==> config.mk <==
export PLATFORM = sky130hd
export DESIGN_NAME = rom_fetch_arbiter
export DESIGN_NICKNAME = d
export VERILOG_FILES = /design/src/rtl/rom_arb_pkg.sv /design/src/rtl/rom_rr_arb.sv /design/src/rtl/rom_fetch_arbiter.sv
export SDC_FILE = /design/constraint.sdc
export NUM_CORES = 1
export LEC_CHECK = 0
export CORE_MARGIN = 1
export CORE_UTILIZATION = 39
export CTS_CLUSTER_SIZE = 30
export DETAILED_ROUTE_END_ITERATION = 10
export PLACE_DENSITY = 0.87
export SKIP_CTS_REPAIR_TIMING = 1
export SLEW_MARGIN = 20
export SYNTH_ARGS = -nofsm -noshare
export SYNTH_HDL_FRONTEND = slang
export SYNTH_SLANG_ARGS = --single-unit
==> constraint.sdc <==
create_clock -name CLK -period 1.7 [get_ports CLK]
set_input_delay 0.34 -clock CLK [delete_from_list [all_inputs] [get_ports CLK]]
set_output_delay 0.34 -clock CLK [all_outputs]
set_load 0.02 [all_outputs]
==> src/rtl/rom_arb_pkg.sv <==
// -----------------------------------------------------------------------------
// rom_arb_pkg
// Shared types and helpers for the ROM fetch arbiter.
//   state_t      : arbiter sequencing states (IDLE, READ, RESP)
//   port_t       : requester identity (PORT_I = instruction fetch, PORT_D = data/debug)
//   ROM_BYTES_DEF: default ROM capacity in bytes
//   addr_legal() : word-aligned and inside the ROM (unsigned compare)
// -----------------------------------------------------------------------------
package rom_arb_pkg;

    localparam int ROM_BYTES_DEF = 100;

    typedef enum logic [1:0] {
        IDLE = 2'd0,
        READ = 2'd1,
        RESP = 2'd2
    } state_t;

    typedef enum logic {
        PORT_I = 1'b0,
        PORT_D = 1'b1
    } port_t;

    // Callers zero-extend to 64 bits so the compare is unsigned on the full
    // address width; the last legal word starts at rom_bytes-4.
    function automatic logic addr_legal(input logic [63:0] addr, input logic [63:0] rom_bytes);
        return (addr[1:0] == 2'b00) && (addr <= rom_bytes - 64'd4);
    endfunction

endpackage

==> src/rtl/rom_rr_arb.sv <==
// -----------------------------------------------------------------------------
// rom_rr_arb
// Two-request round-robin picker. Holds the port granted most recently and,
// on a tie, grants the other one; a lone request is granted outright.
// Ports:
//   CLK, RST_n  : clock, asynchronous active-low reset (last resets to PORT_D)
//   i_vld_i     : port I request valid
//   i_vld_d     : port D request valid
//   i_update    : a grant was taken this cycle; remember who won
//   o_gnt_i     : one-hot grant, port I (combinational)
//   o_gnt_d     : one-hot grant, port D (combinational)
// -----------------------------------------------------------------------------
module rom_rr_arb
    import rom_arb_pkg::*;
(
    input  logic CLK,
    input  logic RST_n,
    input  logic i_vld_i,
    input  logic i_vld_d,
    input  logic i_update,
    output logic o_gnt_i,
    output logic o_gnt_d
);

    port_t r_last;

    always_comb begin
        o_gnt_i = i_vld_i;
        o_gnt_d = i_vld_d;
        if (i_vld_i && i_vld_d) begin
            o_gnt_i = (r_last == PORT_D);
            o_gnt_d = (r_last == PORT_I);
        end
    end

    always_ff @(posedge CLK or negedge RST_n) begin
        if (!RST_n) begin
            r_last <= PORT_D;
        end else if (i_update) begin
            r_last <= o_gnt_d ? PORT_D : PORT_I;
        end
    end

endmodule

==> src/rtl/rom_fetch_arbiter.sv <==
// -----------------------------------------------------------------------------
// rom_fetch_arbiter
// Shares one big-endian, byte-addressed instruction ROM between the
// instruction-fetch port (I) and the data/debug read port (D). One word read
// is in flight at a time: accept in IDLE, strobe the ROM in READ, then hold
// the registered word in RESP until the owning port takes it.
//
// Build option: define ROM_ARB_CHECK_EN to enable the alignment/range check.
// Illegal addresses then skip the ROM and answer with rsp_err=1, rsp_data=0,
// and the extra err_cnt output counts error responses (saturating at 255).
// Without it every request is read and rsp_err is tied low.
//
// Ports:
//   CLK, RST_n                 clock, asynchronous active-low reset
//   i_req_valid/addr/ready     port I request handshake
//   d_req_valid/addr/ready     port D request handshake
//   i_rsp_valid/ready          port I response handshake
//   d_rsp_valid/ready          port D response handshake
//   rsp_data, rsp_err          shared response word / address-fault flag
//   rom_rd, rom_addr           ROM strobe (active low) and byte address
//   rom_data                   ROM word, combinational from rom_addr
//   err_cnt                    saturating error count (ROM_ARB_CHECK_EN only)
//
// state | meaning
// IDLE  | waiting for a request; req_ready follows the round-robin grant
// READ  | rom_rd low on the latched address; word captured at end of cycle
// RESP  | owning port's rsp_valid high until its rsp_ready
// -----------------------------------------------------------------------------
module rom_fetch_arbiter
    import rom_arb_pkg::*;
#(
    parameter int ROM_BYTES = ROM_BYTES_DEF,
    parameter int ADDR_W    = 32,
    parameter int DATA_W    = 32
) (
    input  logic              CLK,
    input  logic              RST_n,
    input  logic              i_req_valid,
    input  logic [ADDR_W-1:0] i_req_addr,
    output logic              i_req_ready,
    output logic              i_rsp_valid,
    input  logic              i_rsp_ready,
    input  logic              d_req_valid,
    input  logic [ADDR_W-1:0] d_req_addr,
    output logic              d_req_ready,
    output logic              d_rsp_valid,
    input  logic              d_rsp_ready,
    output logic [DATA_W-1:0] rsp_data,
    output logic              rsp_err,
    output logic              rom_rd,
    output logic [ADDR_W-1:0] rom_addr,
    input  logic [DATA_W-1:0] rom_data
`ifdef ROM_ARB_CHECK_EN
    ,
    output logic [7:0]        err_cnt
`endif
);

    if (ROM_BYTES < 4 || (ROM_BYTES % 4) != 0 || DATA_W != 32) begin : g_bad_cfg
        $error("rom_fetch_arbiter: ROM_BYTES must be a positive multiple of 4 and DATA_W must be 32");
    end

    state_t            r_state;
    port_t             r_owner;
    logic              w_gnt_i;
    logic              w_gnt_d;
    logic              w_idle;
    logic              w_accept;
    port_t             w_req_port;
    logic [ADDR_W-1:0] w_req_addr;
    logic              w_rsp_take;

    rom_rr_arb u_rr_arb (
        .CLK      (CLK),
        .RST_n    (RST_n),
        .i_vld_i  (i_req_valid),
        .i_vld_d  (d_req_valid),
        .i_update (w_accept),
        .o_gnt_i  (w_gnt_i),
        .o_gnt_d  (w_gnt_d)
    );

    // Gating with RST_n keeps both readies low while reset is held even
    // though the state register already reads IDLE.
    assign w_idle      = (r_state == IDLE) && RST_n;
    assign i_req_ready = w_idle && w_gnt_i;
    assign d_req_ready = w_idle && w_gnt_d;
    assign w_accept    = i_req_ready || d_req_ready;
    assign w_req_port  = w_gnt_d ? PORT_D : PORT_I;
    assign w_req_addr  = w_gnt_d ? d_req_addr : i_req_addr;
    assign w_rsp_take  = (r_owner == PORT_I) ? i_rsp_ready : d_rsp_ready;

`ifdef ROM_ARB_CHECK_EN
    logic w_legal;
    assign w_legal = addr_legal(64'(w_req_addr), 64'(ROM_BYTES));
`else
    assign rsp_err = 1'b0;
`endif

    always_ff @(posedge CLK or negedge RST_n) begin
        if (!RST_n) begin
            r_state     <= IDLE;
            r_owner     <= PORT_I;
            rom_rd      <= 1'b1;
            rom_addr    <= '0;
            rsp_data    <= '0;
            i_rsp_valid <= 1'b0;
            d_rsp_valid <= 1'b0;
`ifdef ROM_ARB_CHECK_EN
            rsp_err     <= 1'b0;
            err_cnt     <= '0;
`endif
        end else begin
            unique case (r_state)
                IDLE: begin
                    if (w_accept) begin
                        r_owner <= w_req_port;
`ifdef ROM_ARB_CHECK_EN
                        if (!w_legal) begin
                            // Fault answered straight from IDLE; rom_addr keeps its old value.
                            rsp_data    <= '0;
                            rsp_err     <= 1'b1;
                            i_rsp_valid <= (w_req_port == PORT_I);
                            d_rsp_valid <= (w_req_port == PORT_D);
                            if (err_cnt != 8'hFF) begin
                                err_cnt <= err_cnt + 8'd1;
                            end
                            r_state <= RESP;
                        end else begin
                            rom_addr <= w_req_addr;
                            rom_rd   <= 1'b0;
                            r_state  <= READ;
                        end
`else
                        rom_addr <= w_req_addr;
                        rom_rd   <= 1'b0;
                        r_state  <= READ;
`endif
                    end
                end
                READ: begin
                    rsp_data    <= rom_data;
`ifdef ROM_ARB_CHECK_EN
                    rsp_err     <= 1'b0;
`endif
                    rom_rd      <= 1'b1;
                    i_rsp_valid <= (r_owner == PORT_I);
                    d_rsp_valid <= (r_owner == PORT_D);
                    r_state     <= RESP;
                end
                RESP: begin
                    if (w_rsp_take) begin
                        i_rsp_valid <= 1'b0;
                        d_rsp_valid <= 1'b0;
                        r_state     <= IDLE;
                    end
                end
                default: begin
                    rom_rd      <= 1'b1;
                    i_rsp_valid <= 1'b0;
                    d_rsp_valid <= 1'b0;
                    r_state     <= IDLE;
                end
            endcase
        end
    end

endmodule

==> impl_summary.md, run 1 <==
Run status
The flow ran to the end, but the final reports show violations. The checks that failed: setup timing.

STA
The achievable frequency is 558 MHz. The post-layout minimum cycle time is 1790 ps. Setup repair after global routing could not meet its margin everywhere. The worst setup skew after layout is 6.71 ps. The relative max-transition margin is 42.4%. The final-report max-slew violation count is 0.

The final critical-path share of the clock period is 105%. The final number of hold-violating endpoints was 0. The final count of negative-setup-slack endpoints is 1. After routing, the total negative slack on setup checks comes to -93.5 ps. For the pin with the worst max-slew slack, the measured transition is 864 ps. The least setup slack across all paths after layout is -93.5 ps.

Logic synthesis
The synthesized design contains 0 enable-type register cells. Ranked by total cell area, the synthesized netlist is headed by sky130_fd_sc_hd__dfrtp_1 (54%), sky130_fd_sc_hd__a2bb2oi_2 (13%), sky130_fd_sc_hd__mux2_1 (10%). The dominant register cell in the synthesized netlist is sky130_fd_sc_hd__dfrtp_1. After synthesis the netlist holds a flip-flop and latch count of ~70. The number of nets in the synthesized netlist is 318.

Of all cell types, the one taking the most synthesized area is sky130_fd_sc_hd__dfrtp_1. The synthesized cell area is between 3000 and 4000 sq um. The share of synthesized area occupied by flip-flops and latches is 55.4%. The share of synthesized area in the top cell type comes to 53.7%.

The most instantiated library cell after synthesis is sky130_fd_sc_hd__dfrtp_1. During synthesis, Yosys emitted a total of 0 warnings. Synthesis handed over a netlist of approximately 220 instances. The commonest cells after synthesis are sky130_fd_sc_hd__dfrtp_1 (69), sky130_fd_sc_hd__o32ai_1 (32), sky130_fd_sc_hd__mux2_1 (29).

The share of synthesized registers carrying an async set or reset is 100%. The post-synthesis area per instance is about 15 sq um. The number of distinct library cells after synthesis is 28.

Worst setup path
The worst register-to-register path has a setup slack of approximately 150 ps. The type of origin of the critical path is a register. The worst setup path is of the register to output pin kind.

At the worst endpoint, the required time is approximately 1400 ps. The worst register-to-register path ends at rom_addr[0]. Measured in cells, the most critical reg-to-reg path has a length of 6. STA classifies the critical path endpoint as an output pin. The startpoint identified for the worst register-to-register timing path is r_state[1].

The arrival time of data at the critical path endpoint is 1450 ps. Of all nets on the critical path, the largest fanout is 5.

Power and ir drop
The analysis attributes to cell leakage a power of 2.24 nW. The overall power of the completed layout is about 9.0 mW. The maximum vdd drop is 875 uV. For this design the ratio of total power to cell area is 1680 nW/um^2.

CTS
The tree is rooted in a sky130_fd_sc_hd__clkbuf_8. The number of sinks handled by clock tree synthesis is 71. The later pin in the worst-skew pair is clocked with a latency of between 300 and 400 ps. Clock-pin slew was measured on the worst setup and hold paths at 60 ps.

The number of clock buffers added by TritonCTS is 9. The CTS tree is done. The number of buffers between clock root and the deepest sink is 2. In this run the number of H-tree levels came out at 3.

Floorplan
The initialized floorplan defines 32 standard-cell rows. The chip height is just over 90 microns. The die covers around 8600 sq um. The area of the core is around 7800 sq um.

For this configuration, the core starts out at a cell density of 41.0%. For this design the top-level I/O count stands at 172. From left edge to right edge, the die measures 92.8 microns.

Min path
The worst hold path belongs to the class primary input to async pin.

Cells and area
For this run, the post-layout net count is around 500. Once layout is complete, the utilization of the core stands at 68.2%. The number of inserted diodes is 0.

The layout-stage area growth over the synthesis result is 66.4%. Of the cells placed in the final design, the portion with a size suffix greater than 1 is between 10% and 20%. The number of filler cells placed in the layout is 593.

Detailed routing
The first detailed-routing pass took 4 iterations. The final routed DRC violation total is 0. The total detailed-routing wirelength is 8110 microns. The total via count in the routed design is 2605. Once detail routing completed, the nets flagged for antenna violations numbered 0. After detailed routing, the average wire length per cell comes to approximately 16 microns.

In the routed layout, each cell is associated on average with a via count of 5.19. The DRC marker count from the first detailed-route iteration is 89.

Run
Max-cap violations in this run came to 0.

Placement
The sum of net half-perimeters after detailed placement is 5940 microns. The number of buffers inserted by port buffering is 170. At the end of routability-driven placement, the weighted congestion stood at a little under 0.7.

Global route
The overall global routing resource usage is 18.9%. The initial antenna violation count is 0. The via count of the first global-routing pass is 2626.

The wire length of the first global-routing pass is 12800 microns. The pin count of the biggest net entering global routing is 72. The total overflow left after global routing is 0.
## cell families (layout without fill, tap and decap cells)
group,count (synthesis),after routing,share of synthesized area [%]
muxes,34,34,11.8
and+or+nand+nor,9,9,2.06
other,1,1,0.117
DFF,71,71,55.4
buffers and inverters,27,211,5.25
AOI/OAI and AO/OA,74,74,25.4
## layer usage
layer	global-route usage [%]	wire length [microns]	share of wire [%]
met5	0	0	0
met1	22.7	3240	40
met4	5.13	95	1.2
met2	32.1	4170	51
met3	6.49	611	7.5
## cell type report
class | count | area, sq um | area share, %
clock buffer | 15 | 166 | 3.11
clock inverter | 1 | 5.00 | 0.0935
multi-input combinational | 118 | 1290 | 24.0
timing repair buffer | 193 | 1980 | 37.0
sequential | 71 | 1780 | 33.3
tap | 102 | 128 | 2.39
inverter | 2 | 7.51 | 0.140
## through the flow
step	setup WS, ps	instances	hold slack (ps)	instance area, sq um
finish	-93.5	502	244	5350
global route	-180	502	311	5350
CTS	-664	495	269	5220
detailed placement	-638	479	481	5050
global placement	-654	479	475	5050
floorplan	44.5	216	44.4	3220
## registers in the layout, summed over array words and instances, names as in the netlist
| register | flops |
|---|---|
| rom_addr | 32 |
| rsp_data | 32 |
| r_state | 2 |
| d_rsp_valid | 1 |
| i_rsp_valid | 1 |
| r_owner | 1 |
| rom_rd | 1 |
| u_rr_arb.r_last | 1 |
## worst max path at each step
stage,from,end,slack [ps],cells past startpoint
6_report,r_state[1],i_req_ready,-90,4
5_1_grt,r_state[1],i_req_ready,-180,4
4_1_cts,d_req_valid,d_req_ready,-660,4
3_5_place_dp,d_req_valid,d_req_ready,-640,4
3_3_place_gp,d_req_valid,d_req_ready,-650,4
2_1_floorplan,u_rr_arb.r_last,d_req_ready,40,4
## worst max-delay path, cell delays in order (launching register included)
cell	delay [ps]
sky130_fd_sc_hd__dfrtp_1	390
sky130_fd_sc_hd__buf_4	160
sky130_fd_sc_hd__nor3b_4	210
sky130_fd_sc_hd__nor3b_2	190
sky130_fd_sc_hd__buf_4	170
## layout by cell type (no fill, tap or decap), drive strengths merged
| master | instances |
|---|---|
| nor3b | 2 |
| clkdlybuf4s50 | 142 |
| conb | 1 |
| dfstp | 2 |
| buf | 26 |
| nor4b | 1 |
| inv | 2 |
| a2bb2oi | 32 |
| nand2b | 1 |
| nand3 | 1 |
| o21a | 1 |
| dfrtp | 69 |
| nor2b | 2 |
| clkbuf | 15 |
| a31oi | 1 |
| mux2i | 2 |
| nor2 | 2 |
| dlymetal6s2s | 25 |
| a21oi | 2 |
| clkinv | 1 |
| o221a | 1 |
| mux2 | 32 |
| a21bo | 2 |
| a211oi | 1 |
| o32ai | 32 |
| o2bb2ai | 2 |
## where the power goes
| part | switching [mW] | internal (mW) |
|---|---|---|
| combinational | 2.20 | 2.61 |
| clock | 0.549 | 0.611 |
| sequential | 0.485 | 2.53 |
Note: power is estimated with default switching activity, not from simulation.
==> inputs of run 2 (changes only) <==
--- a/config.mk
+++ b/config.mk
@@ -6,12 +6,14 @@
 export NUM_CORES = 1
 export LEC_CHECK = 0
 export CORE_MARGIN = 1
-export CORE_UTILIZATION = 39
+export CORE_UTILIZATION = 40
+export CTS_CLUSTER_DIAMETER = 200
 export CTS_CLUSTER_SIZE = 30
 export DETAILED_ROUTE_END_ITERATION = 10
-export PLACE_DENSITY = 0.87
+export PLACE_DENSITY = 0.81
 export SKIP_CTS_REPAIR_TIMING = 1
 export SLEW_MARGIN = 20
 export SYNTH_ARGS = -nofsm -noshare
 export SYNTH_HDL_FRONTEND = slang
+export SYNTH_HIERARCHICAL = 1
 export SYNTH_SLANG_ARGS = --single-unit
==> impl_summary.md, run 2 <==
Worst setup path
The maximum fanout count along the critical path is 6. The cell with the largest stage delay on the worst path is sky130_fd_sc_hd__dfstp_2. For this run, the slowest stage of the critical path takes 540 ps. The kind of end point of the critical path is a register. The type of origin of the critical path is a register.

The buffer and inverter count on the worst path is 3. Walking the worst path, the cells encountered are inv_2 > a21boi_2 > buf_4 > o21a_4 > clkbuf_16 > mux2_4. The worst setup path is of the register to register kind. The arrival time of data at the critical path endpoint is 2020 ps. Grouping stages by cell kind, the critical path spends the most delay in flip-flops. The data required time of the worst path is about 1900 ps.

Floorplan
The floorplan step defined a die boundary enclosing 8550 sq um. The I/O pin total is 172. The initial utilization of the core area, before any placement, comes to a little over two fifths. The row count is 32. In this run the horizontal extent of the chip is 92.4 microns.

The chip height is 92.4 microns. In this run the standard cell core region covers 7810 sq um.

STA
Hold is met by 233 ps. The worst setup skew after layout is between 9 and 10 ps. Setup repair after global routing could not meet its margin everywhere. The post-layout minimum cycle time is ~1800 ps.

The measured slew at the worst slew-check pin is 874 ps. The final-report max-slew violation count is 0. Setup slack on the critical path of the routed design comes to -104 ps. The relative max-transition margin is 41.8%. Static timing analysis puts the maximum clock frequency at 554 MHz. The final critical-path share of the clock period is 106%. The final number of hold-violating endpoints came to 0. The final count of negative-setup-slack endpoints is 35.

Global route
Global routing used between 10% and 20% of the available tracks across all layers. The initial antenna violation count was 0. The first global-routing pass estimated between 10000 and 15000 microns of wire. The via count of the first global-routing pass came to 2585. Summed over all layers, the global routing overflow is 0.

The pin count of the biggest net entering global routing is 72.

Logic synthesis
The library cell occupying the most area in the post-synthesis netlist is sky130_fd_sc_hd__dfrtp_1. The number of warning messages in the yosys log is 6. By count the netlist is led by sky130_fd_sc_hd__dfrtp_1 (69), sky130_fd_sc_hd__mux2_2 (68), sky130_fd_sc_hd__mux2_4 (29). The top cell type's share of synthesized area is a little over half. Synthesis produced 203 cells.

The share of synthesized area occupied by flip-flops and latches is between 50% and 60%. The most instantiated library cell after synthesis is sky130_fd_sc_hd__dfrtp_1. In the synthesized netlist the dominant register cell turns out to be sky130_fd_sc_hd__dfrtp_1. The post-synthesis area per instance is roughly 16 sq um. The post-synthesis register bit count is 71.

Ranked by total cell area, the synthesized netlist is headed by sky130_fd_sc_hd__dfrtp_1 (53%), sky130_fd_sc_hd__mux2_2 (23%), sky130_fd_sc_hd__mux2_4 (13%). The synthesized cell area is 3270 sq um. The number of distinct library cells after synthesis is 23. After synthesis, the share of flip-flops with an asynchronous set or reset is 100%. The number of enable-type register cells in the synthesized netlist is 0. The synthesized net count is 305.

Cells and area
The library cells used most frequently in the layout, excluding fill and tap cells, are sky130_fd_sc_hd__clkdlybuf4s50_1 (158), sky130_fd_sc_hd__dfrtp_1 (69), sky130_fd_sc_hd__mux2_2 (51). The leading cell type in the layout, fill and taps excluded is sky130_fd_sc_hd__clkdlybuf4s50_1. The area growth from synthesis to layout is 71.2%. In the final design database the tool counted 496 nets. Once layout is done, the placed cells without fillers occupy 5600 sq um.

Of the cells placed in the final design, the portion with a size suffix greater than 1 is 36.9%. The number of filler cells placed in the layout is 550. The largest registers in the layout are rom_addr: 32 flops, rsp_data: 32 flops, r_state: 2 flops. The number of inserted diodes is 0.

CTS
The H-tree was split into 3 levels. The number of sinks handled by clock tree synthesis is between 70 and 80. The clock insertion delay at the later pin of the skew report is 330 ps.

In this run the clock root is driven by a sky130_fd_sc_hd__clkbuf_8. Clock-pin slew was measured on the worst setup and hold paths at about 80 ps. Counting the buffers created by CTS gives 9.

TritonCTS built the clock tree. The number of buffers between clock root and the deepest sink is 2.

Power and ir drop
The overall power of the completed layout is 9.55 mW. Dividing total power by cell area gives a power density of 1710 nW/um^2. The leakage power summed over all cells is between 2 and 2.5 nW. The maximum vdd drop is 955 uV.

Detailed routing
The first detailed-routing pass ran for 4 iterations. The final route contains 2364 vias. After detailed routing, the total wire length is 8490 microns. The first routing iteration left 30 violations.

The antenna violation net count after detailed routing is 0. The wire length per cell after detailed routing is ~17 microns. After detailed routing, the number of remaining DRC violations is 0. After detailed routing, the number of vias per cell comes to 4.73.

Run
The max-cap violation count is 0.

Placement
At the end of routability-driven placement, the weighted congestion stood at 0.687. The sum of net half-perimeters after detailed placement is 5580 microns. The cell area reported after detailed placement is slightly above 5000 sq um.

The number of buffers inserted by port buffering is 170.

Min path
The worst hold path class is primary input to async pin.

Run status
The flow ran to the end, but the final reports show violations. The final reports fail on setup timing.
==> run 2: path summary, 6_finish.rpt <==
| path | start | to | slack [ps] | cells after the start |
|---|---|---|---|---|
| max | u_rr_arb/r_last | rom_addr[22] | -100 | 6 |
| min | RST_n | rom_addr[29] | 230 | 2 |
| max reg2reg | u_rr_arb/r_last | rom_addr[22] | -100 | 6 |
| min reg2reg | rom_rd | rom_rd | 480 | 2 |
| max in group asynchronous | RST_n | rom_addr[22] | 890 | 2 |
| min in group CLK | RST_n | r_state[0] | 400 | 3 |
==> run 2: logic make-up after synthesis <==
family | count (synthesis) | synth area share [%]
mux | 99 | 37.3
other cells | 1 | 0.115
simple gates | 7 | 1.64
buf+inv | 16 | 4.21
flops | 71 | 54.4
compound gates | 9 | 2.33
==> run 2: metal layers <==
metal  up-vias  part of all wire, %  global-route usage (%)
met3        11                  7.2                    5.01
met1      1149                   39                    21.6
met4         0                  1.2                    7.42
met2       102                   53                    30.6
li1       1102                    -                       -
met5         -                    0                       0
==> run 2: report_power, final <==
part / leakage (nW) / total [mW] / switching, mW / internal [mW]
combinational: 1.55 / 5.27 / 2.20 / 3.07
clock: 0.0892 / 1.25 / 0.586 / 0.666
sequential: 0.830 / 3.03 / 0.460 / 2.57
==> run 2: cell type report <==
type / count / area (sq um) / share of cell area (%)
inverters: 2 / 7.51 / 0.134
clock buffers: 11 / 131 / 2.34
flip-flops and latches: 71 / 1780 / 31.8
multi-input cells: 116 / 1440 / 25.7
well taps: 102 / 128 / 2.28
repair buffers: 194 / 2070 / 37.0
clock inverters: 4 / 47.5 / 0.849
==> run 2: metrics by stage <==
step | setup slack, ps | util (%) | cells | TNS (ps)
after CTS | -692 | 67.7 | 490 | -4720
after detailed placement | -644 | 65.4 | 475 | -15990
final | -104 | 71.8 | 500 | -2410
after floorplan | 69.8 | - | 203 | 0
after global placement | -611 | 65.4 | 475 | -14650
after global routing | -150 | 71.8 | 500 | -4240
